===== src/rtl/gcn_pkg.sv =====
// Shared GCN transformation-path definitions: default geometry, derived
// address widths and the feature_transform_ctrl state encoding.
package gcn_pkg;

    localparam int FT_NUM_NODES      = 6;
    localparam int FT_WEIGHT_ROWS    = 96;
    localparam int FT_WEIGHT_COLS    = 3;
    localparam int FT_WEIGHT_WIDTH   = 5;
    localparam int FT_DOT_PROD_WIDTH = 16;

    localparam int FT_NODE_AW = $clog2(FT_NUM_NODES);
    localparam int FT_COL_AW  = $clog2(FT_WEIGHT_COLS);
    localparam int FT_FMWM_AW = $clog2(FT_NUM_NODES * FT_WEIGHT_COLS);

    typedef enum logic [2:0] {
        IDLE    = 3'd0,
        FETCH_W = 3'd1,
        LATCH_W = 3'd2,
        STREAM  = 3'd3,
        DRAIN   = 3'd4,
        DONE    = 3'd5
    } ft_state_t;

endpackage


===== src/rtl/fm_wm_pipe.sv =====
// Feature-operand / result pipeline between the feature memory, vectormul and
// the FM x WM product memory. Stage 1: read data arriving; stage 2: operand
// registered into vectormul; stage 3: result registered and written.
module fm_wm_pipe
    import gcn_pkg::*;
#(
    parameter int WEIGHT_ROWS    = FT_WEIGHT_ROWS,
    parameter int WEIGHT_WIDTH   = FT_WEIGHT_WIDTH,
    parameter int DOT_PROD_WIDTH = FT_DOT_PROD_WIDTH,
    parameter int ADDR_W         = FT_FMWM_AW
) (
    input  logic                                     clk,
    input  logic                                     rst,
    input  logic                                     issue,
    input  logic [ADDR_W-1:0]                        tag_in,
    input  logic [WEIGHT_ROWS-1:0][WEIGHT_WIDTH-1:0] feature_line,
    input  logic [DOT_PROD_WIDTH-1:0]                mul_out,
    output logic [WEIGHT_ROWS-1:0][WEIGHT_WIDTH-1:0] vm_feature_line,
    output logic                                     pending,
    output logic                                     write_enable,
    output logic [ADDR_W-1:0]                        write_address,
    output logic [DOT_PROD_WIDTH-1:0]                write_data
);

    localparam int STAGES = 3;

    logic [STAGES:1]             vld_pipe;
    logic [STAGES:1][ADDR_W-1:0] tag_pipe;

    // Valid/tag shift register; the read issue is the stage-0 valid.
    always_ff @(posedge clk or posedge rst) begin
        if (rst) begin
            vld_pipe <= '0;
            tag_pipe <= '0;
        end else begin
            vld_pipe <= {vld_pipe[STAGES-1:1], issue};
            tag_pipe <= {tag_pipe[STAGES-1:1], tag_in};
        end
    end

    // Operand and result registers, loaded only when their stage carries data.
    always_ff @(posedge clk or posedge rst) begin
        if (rst) begin
            vm_feature_line <= '0;
            write_data      <= '0;
        end else begin
            if (vld_pipe[1]) vm_feature_line <= feature_line;
            if (vld_pipe[2]) write_data      <= mul_out;
        end
    end

    // Work still in flight that has not reached the write stage yet.
    assign pending       = |vld_pipe[2:1];
    assign write_enable  = vld_pipe[3];
    assign write_address = tag_pipe[3];

endmodule


===== src/rtl/feature_transform_ctrl.sv =====
// Sequencer feeding vectormul: per weight column, fetch the column once, then
// stream all feature rows past it and write results row-major to FM x WM.
// Optional build macro FEATURE_TRANSFORM_CYCLE_CNT_EN adds a busy_cycles port.
module feature_transform_ctrl
    import gcn_pkg::*;
#(
    parameter int NUM_NODES      = FT_NUM_NODES,
    parameter int WEIGHT_ROWS    = FT_WEIGHT_ROWS,
    parameter int WEIGHT_COLS    = FT_WEIGHT_COLS,
    parameter int WEIGHT_WIDTH   = FT_WEIGHT_WIDTH,
    parameter int DOT_PROD_WIDTH = FT_DOT_PROD_WIDTH,
    localparam int NODE_AW = $clog2(NUM_NODES),
    localparam int COL_AW  = $clog2(WEIGHT_COLS),
    localparam int FMWM_AW = $clog2(NUM_NODES * WEIGHT_COLS)
) (
    input  logic                                     clk,
    input  logic                                     reset,
    input  logic                                     start,
    output logic                                     read_enable_weight,
    output logic [COL_AW-1:0]                        read_address_weight,
    input  logic [WEIGHT_ROWS-1:0][WEIGHT_WIDTH-1:0] weight_line,
    output logic                                     read_enable_feature,
    output logic [NODE_AW-1:0]                       read_address_feature,
    input  logic [WEIGHT_ROWS-1:0][WEIGHT_WIDTH-1:0] feature_line,
    output logic [WEIGHT_ROWS-1:0][WEIGHT_WIDTH-1:0] vm_weight_line,
    output logic [WEIGHT_ROWS-1:0][WEIGHT_WIDTH-1:0] vm_feature_line,
    input  logic [DOT_PROD_WIDTH-1:0]                vm_mul_out,
    output logic                                     write_enable_fm_wm,
    output logic [FMWM_AW-1:0]                       write_address_fm_wm,
    output logic [DOT_PROD_WIDTH-1:0]                write_data_fm_wm,
    output logic                                     done
`ifdef FEATURE_TRANSFORM_CYCLE_CNT_EN
   ,output logic [15:0]                              busy_cycles
`endif
);

    localparam logic [COL_AW-1:0]  COL_LAST  = COL_AW'(WEIGHT_COLS - 1);
    localparam logic [NODE_AW-1:0] NODE_LAST = NODE_AW'(NUM_NODES - 1);

    ft_state_t           state, state_nxt;
    logic [COL_AW-1:0]   col;
    logic [NODE_AW-1:0]  node;
    logic                pending;
    logic [FMWM_AW-1:0]  tag;

    // State register.
    always_ff @(posedge clk or posedge reset) begin
        if (reset) state <= IDLE;
        else       state <= state_nxt;
    end

    // Next-state and memory-read strobes.
    always_comb begin
        state_nxt            = state;
        read_enable_weight   = 1'b0;
        read_address_weight  = '0;
        read_enable_feature  = 1'b0;
        read_address_feature = '0;
        done                 = 1'b0;
        case (state)
            IDLE:    if (start) state_nxt = FETCH_W;
            FETCH_W: begin
                read_enable_weight  = 1'b1;
                read_address_weight = col;
                state_nxt           = LATCH_W;
            end
            LATCH_W: state_nxt = STREAM;
            STREAM: begin
                read_enable_feature  = 1'b1;
                read_address_feature = node;
                if (node == NODE_LAST) state_nxt = DRAIN;
            end
            // Leave once nothing is left ahead of the write stage; the final
            // write of the column lands in the last DRAIN cycle.
            DRAIN:   if (!pending) state_nxt = (col == COL_LAST) ? DONE : FETCH_W;
            DONE: begin
                done      = 1'b1;
                state_nxt = IDLE;
            end
            default: state_nxt = IDLE;
        endcase
    end

    // Column / node counters.
    always_ff @(posedge clk or posedge reset) begin
        if (reset) begin
            col  <= '0;
            node <= '0;
        end else begin
            case (state)
                IDLE:    if (start) col <= '0;
                LATCH_W: node <= '0;
                STREAM:  node <= node + 1'b1;
                DRAIN:   if (!pending && col != COL_LAST) col <= col + 1'b1;
                default: ;
            endcase
        end
    end

    // Weight operand: loaded when the column read returns, held for the column.
    always_ff @(posedge clk or posedge reset) begin
        if (reset)                 vm_weight_line <= '0;
        else if (state == LATCH_W) vm_weight_line <= weight_line;
    end

    // Row-major product address for the row being issued.
    assign tag = FMWM_AW'(node) * FMWM_AW'(WEIGHT_COLS) + FMWM_AW'(col);

    fm_wm_pipe #(
        .WEIGHT_ROWS    (WEIGHT_ROWS),
        .WEIGHT_WIDTH   (WEIGHT_WIDTH),
        .DOT_PROD_WIDTH (DOT_PROD_WIDTH),
        .ADDR_W         (FMWM_AW)
    ) u_pipe (
        .clk             (clk),
        .rst             (reset),
        .issue           (read_enable_feature),
        .tag_in          (tag),
        .feature_line    (feature_line),
        .mul_out         (vm_mul_out),
        .vm_feature_line (vm_feature_line),
        .pending         (pending),
        .write_enable    (write_enable_fm_wm),
        .write_address   (write_address_fm_wm),
        .write_data      (write_data_fm_wm)
    );

`ifdef FEATURE_TRANSFORM_CYCLE_CNT_EN
    // Run-length counter: cleared on accepted start, saturating, held when idle.
    always_ff @(posedge clk or posedge reset) begin
        if (reset)                          busy_cycles <= '0;
        else if (state == IDLE && start)    busy_cycles <= '0;
        else if (state != IDLE && busy_cycles != 16'hFFFF)
                                            busy_cycles <= busy_cycles + 16'd1;
    end
`else
    // No cycle counter in this build.
`endif

endmodule


===== config.mk =====
export PLATFORM = sky130hd
export DESIGN_NAME = feature_transform_ctrl
export DESIGN_NICKNAME = d
export VERILOG_FILES = /design/src/rtl/gcn_pkg.sv /design/src/rtl/fm_wm_pipe.sv /design/src/rtl/feature_transform_ctrl.sv
export SDC_FILE = /design/constraint.sdc
export NUM_CORES = 2
export LEC_CHECK = 0
export CAP_MARGIN = 5
export CORE_AREA = 2 2 766 768
export DETAILED_ROUTE_END_ITERATION = 7
export DIE_AREA = 0 0 768 770
export SLEW_MARGIN = 15
export SYNTH_ARGS = -nofsm -noshare
export SYNTH_HDL_FRONTEND = slang
export SYNTH_SLANG_ARGS = --single-unit

===== constraint.sdc =====
create_clock -name clk -period 38.7 [get_ports clk]
set_clock_uncertainty 0.15 [all_clocks]
set_input_delay 7.74 -clock clk [delete_from_list [all_inputs] [get_ports clk]]
set_output_delay 7.74 -clock clk [all_outputs]
set_load 0.005 [all_outputs]

== After elaboration in Yosys (flattened, before gate mapping) ==
Cells that the tools add are included.

* Register bits: 1,002
* Output and inout bits: 990
* Input bits: 979
* Logic and storage cells: 238

* Reductions and logical operators: 8
* Equal/unequal tests: 12
* Muxes and demuxes: 14
* Add/subtract/negate cells: 3
* Multipliers: 1

{| class="wikitable"
|+ Operators with widths
! cell !! number
|-
| $mux 3 || 5
|-
| $pmux 3 s5 || 1
|-
| $ne 2x2->1 const B || 5
|-
| $eq 3x3->1 const B || 3
|-
| $eq 3x2->1 const B || 2
|-
| $mux 2 || 3
|-
| $pmux 3 s2 || 1
|-
| $reduce_and 3->1 || 2
|-
| $add 5x2->5 || 1
|-
| $mul 3x2->5 const B || 1
|-
| $pmux 2 s2 || 1
|-
| $reduce_bool 2->1 || 2
|-
| $add 3x1->3 const B || 1
|-
| $eq 3x1->1 const B || 1
|-
| $logic_not 3->1 || 1
|-
| $mux 1 || 3
|-
| $add 2x1->2 const B || 1
|-
| $eq 2x2->1 const B || 1
|-
| $reduce_or 2->1 || 1
|-
| $logic_and 1x1->1 || 1
|-
| $logic_not 1->1 || 1
|}

== Depth between registers and ports, before layout ==
* Depth in word-level cells: 5
* Mapped depth: 6
* Gate-level depth less buffers: 6

== Hierarchy ==
Synthesis repeated with hierarchy kept, for this count alone.

* Cells, all modules: 2,155
* Area, all modules: 38,725.9 µm²

{| class="wikitable"
|+ Modules (own cells, without submodules)
! module !! area an instance (µm²) !! seq. area each (µm²) !! times used !! cells each
|-
| feature_transform_ctrl || 19,472.4 || 12,211.7 || 1 || 1,082
|-
| fm_wm_pipe || 19,253.5 || 12,862.3 || 1 || 1,073
|}

== Worst setup path before layout ==
No wires, ideal clock.

* Path kind: register -> output
* Start point: reg state[2]
* End point: out read_address_weight[0]
* Setup slack: 29.801 ns
* Data required time: 30.810 ns
* Arrival: 1.009 ns
* Buffers on the path: 1
* Stages on the path, launching flop included: 4
* Cells stage by stage: dfrtp_1 -> clkbuf_1 -> nor3b_1 -> and2_1

* Longest elaborated chain between the ends: 2

{| class="wikitable"
|+ RTL lines
! element !! line !! source
|-
| from (decl) || feature_transform_ctrl.sv:40 || <nowiki>ft_state_t state, state_nxt;</nowiki>
|-
| from (signal assigned) || feature_transform_ctrl.sv:49 || <nowiki>else state <= state_nxt;</nowiki>
|-
| $eq 3x1->1 || feature_transform_ctrl.sv:60 || <nowiki>case (state)</nowiki>
|-
| $mux 2 || feature_transform_ctrl.sv:60 ||
|-
| to (decl) || feature_transform_ctrl.sv:20 || <nowiki>output logic [COL_AW-1:0] read_address_weight,</nowiki>
|}

Every way passes these cells.

==> metrics.csv <==
metric,value,unit
outcome,"complete, no violations",
synth_top_area_share,67.4,%
period_needed,11.46,ns
synth.area.top_cells,"dfrtp_1 (67%), mux2_2 (27%), mux2_1 (2.7%)",
placementRows,281,
crit_slowest_cell,buf_4,
start_util,6.38,%
grt_pass1_vias,29545,
min-delay-start,u_pipe.tag_pipe[2],
async_reset_ff_share,100,%
grt_pass1_wl,405000,um
relSlewSlack,31.0,%
clkSinkCount,1002,
netlist_instances,2151,
yosysSeqAreaShare,67.4,%
setup_viol,0,
fill_cells,65888,
cts_root_buf,clkbuf_16,
vias,29437,
ys_seq_elements,1002,
firstDrtPassIters,5,
grt_usage,11.0,%
postSynthAreaPerCell,17.3,sq um
clk_pin_slew,0.06,ns
hpwl,300000,um
routed_wl,339000,um
synth.distinct_cells,34,
final_cell_mix,"clkdlybuf4s50_1 (1964), dfrtp_1 (1001), mux2_2 (888)",
worst-path-buf-inv,7,
fin_setup_tns,0,ns
crit_chain,clkdlybuf4s50_1 > inv_8 > buf_4 > buf_4 > buf_4 > buf_4 > buf_4,
drive_above_1_share,26.9,%
synth_edf_count,0,
synthFlopType,dfrtp_1,
die_w,768,um
holdWs,0.154,ns
startpoint,reset,
powerDensity,79.3,nW/um^2
syn2layout_area_growth,91.8,%
ant_nets,0,
startpoint_type,primary input,
cap_violations,0,
r2r-start,state[2],
cts_made_buffers,137,
drv_slew,0,
routed_via_density,2.40,
cts_hold_buf,0,
io_buffers,1968,
clk_latency,0.85,ns
grt_max_degree,165,
clockBufferDepth,4,
synth_warnings,0,
cp_slowest_stage_delay,0.87,ns
synth_fp_nets,3140,
drcViolationCount,0,
fin_crit_sh,29.6,%
critical_path_arrival,12.08,ns
detail_route.wl_per_cell,27.7,um
ir_drop,46.1,uV
crit_path_end_kind,async pin,
hold_viol,0,
p_leak,26.0,nW
grt_overflow,0,
cts_tree,done,
path_class,primary input to async pin,
drtIter0Drc,1712,
htreeDepth,4,
gp_congestion,0.903,
synth_area_leader_cell,dfrtp_1,
postCtsSetupRepairBufs,0,
clock.fmax,87.3,MHz
core,584000,sq um
nNetsFinal,5165,
crit_top_cell,buf_4,
io_pins,1969,
crit_family,buffers and inverters,
die_h,770,um
die_area,591000,sq um
antenna_found_initial,311,
tightest_slew,1.03,ns
crit_fanout,79,
ctsResizeCount,0,
synth_area,37200,sq um
rsz0062_at_grt,no,
layout_commonest_cell,clkdlybuf4s50_1,
required,39.32,ns
hold_class,flip-flop to flip-flop,
cell families (layout without fill, tap and decap cells):
| family | count (synthesis) | count (layout) | share of synthesized area (%) |
|---|---|---|---|
| adder cells (fa/ha/maj) | 10 | 10 | 0.377 |
| XOR/XNOR | 1 | 1 | 0.0235 |
| AO/OA/AOI/OAI | 13 | 13 | 0.235 |
| flip-flops | 1002 | 1002 | 67.4 |
| AND/OR/NAND/NOR | 24 | 24 | 0.387 |
| multiplexers | 977 | 977 | 29.6 |
| other | 0 | 186 | 0 |
| buffers and inverters | 124 | 2249 | 2.03 |
cells in the mapped netlist, drive strengths merged, types with 3 or more instances:
master	instances
clkbuf	8
mux2	977
nor2	3
inv	8
buf	108
and3	4
dfrtp	1002
ha	8
o21ai	3
and2	3
nand2b	3
where the power goes:
part	leakage [nW]	internal, W	switching [W]
combinational	11.9	0.00138	0.00104
clock	2.29	0.000803	0.000553
sequential	11.8	0.00154	0.000349
total	26.0	0.00372	0.00194
stage by stage:
step / cell area (sq um) / util (%) / std cells / total power, W / setup slack, ns
3_3_place_gp: 66200 / 11.3 / 11819 / 0.00435 / 26.04
6_report: 71400 / 12.2 / 12244 / 0.00566 / 27.24
4_1_cts: 70900 / 12.1 / 12058 / 0.00578 / 26.98
3_5_place_dp: 66200 / 11.3 / 11819 / 0.00436 / 26.05
5_1_grt: 70900 / 12.2 / 12072 / 0.00594 / 26.59
2_1_floorplan: 37200 / - / 2151 / 0.00259 / 2.62
area by class of cell:
class                   count  area (sq um)  share of cell area (%)
flip-flops and latches   1002         25100                    35.1
inverters                   8          37.5                  0.0526
multi-input cells        1025         11400                    16.0
diodes                    186           465                   0.652
clock buffers             184          3880                    5.43
clock inverters            55           808                    1.13
well taps                7782          9740                    13.6
repair buffers           2002         20000                    28.0
registers in the layout (all words and copies together) (netlist names), 3 cells and up:
| name | cells |
|---|---|
| node | 3 |
| u_pipe.vm_feature_line | 480 |
| u_pipe.write_address | 5 |
| state | 3 |
| u_pipe.vld_pipe | 3 |
| u_pipe.tag_pipe | 10 |
| u_pipe.write_data | 16 |
| vm_weight_line | 480 |
layer usage:
layer  global-route usage, %  wire length (um)  vias up
li1                        -                 -    11961
met1                    11.7            121000    14591
met5                       0              1490        -
met3                    11.7             78800      700
met2                    14.6            128000     1949
met4                    2.76             10600      236
worst reg2reg max path, delay by kind of cell (launching register included):
family	cells	cell delay [ns]
multiplexers	1	0.55
AND/OR/NAND/NOR	2	0.89
buffers and inverters	3	2.14
flip-flops	1	0.49
path summary, 6_finish.rpt:
kind	to	slack, ns	cells past startpoint
max in group clk	read_enable_feature	28.28	3
setup reg to reg	vm_weight_line[5]	34.36	6
hold reg to reg	u_pipe.tag_pipe[7]	0.15	0
min in group asynchronous	vm_weight_line[204]	7.20	2
setup / recovery	u_pipe.write_data[2]	27.24	7
hold / removal	u_pipe.tag_pipe[7]	0.15	0
Power figures use the tool's default switching activity.
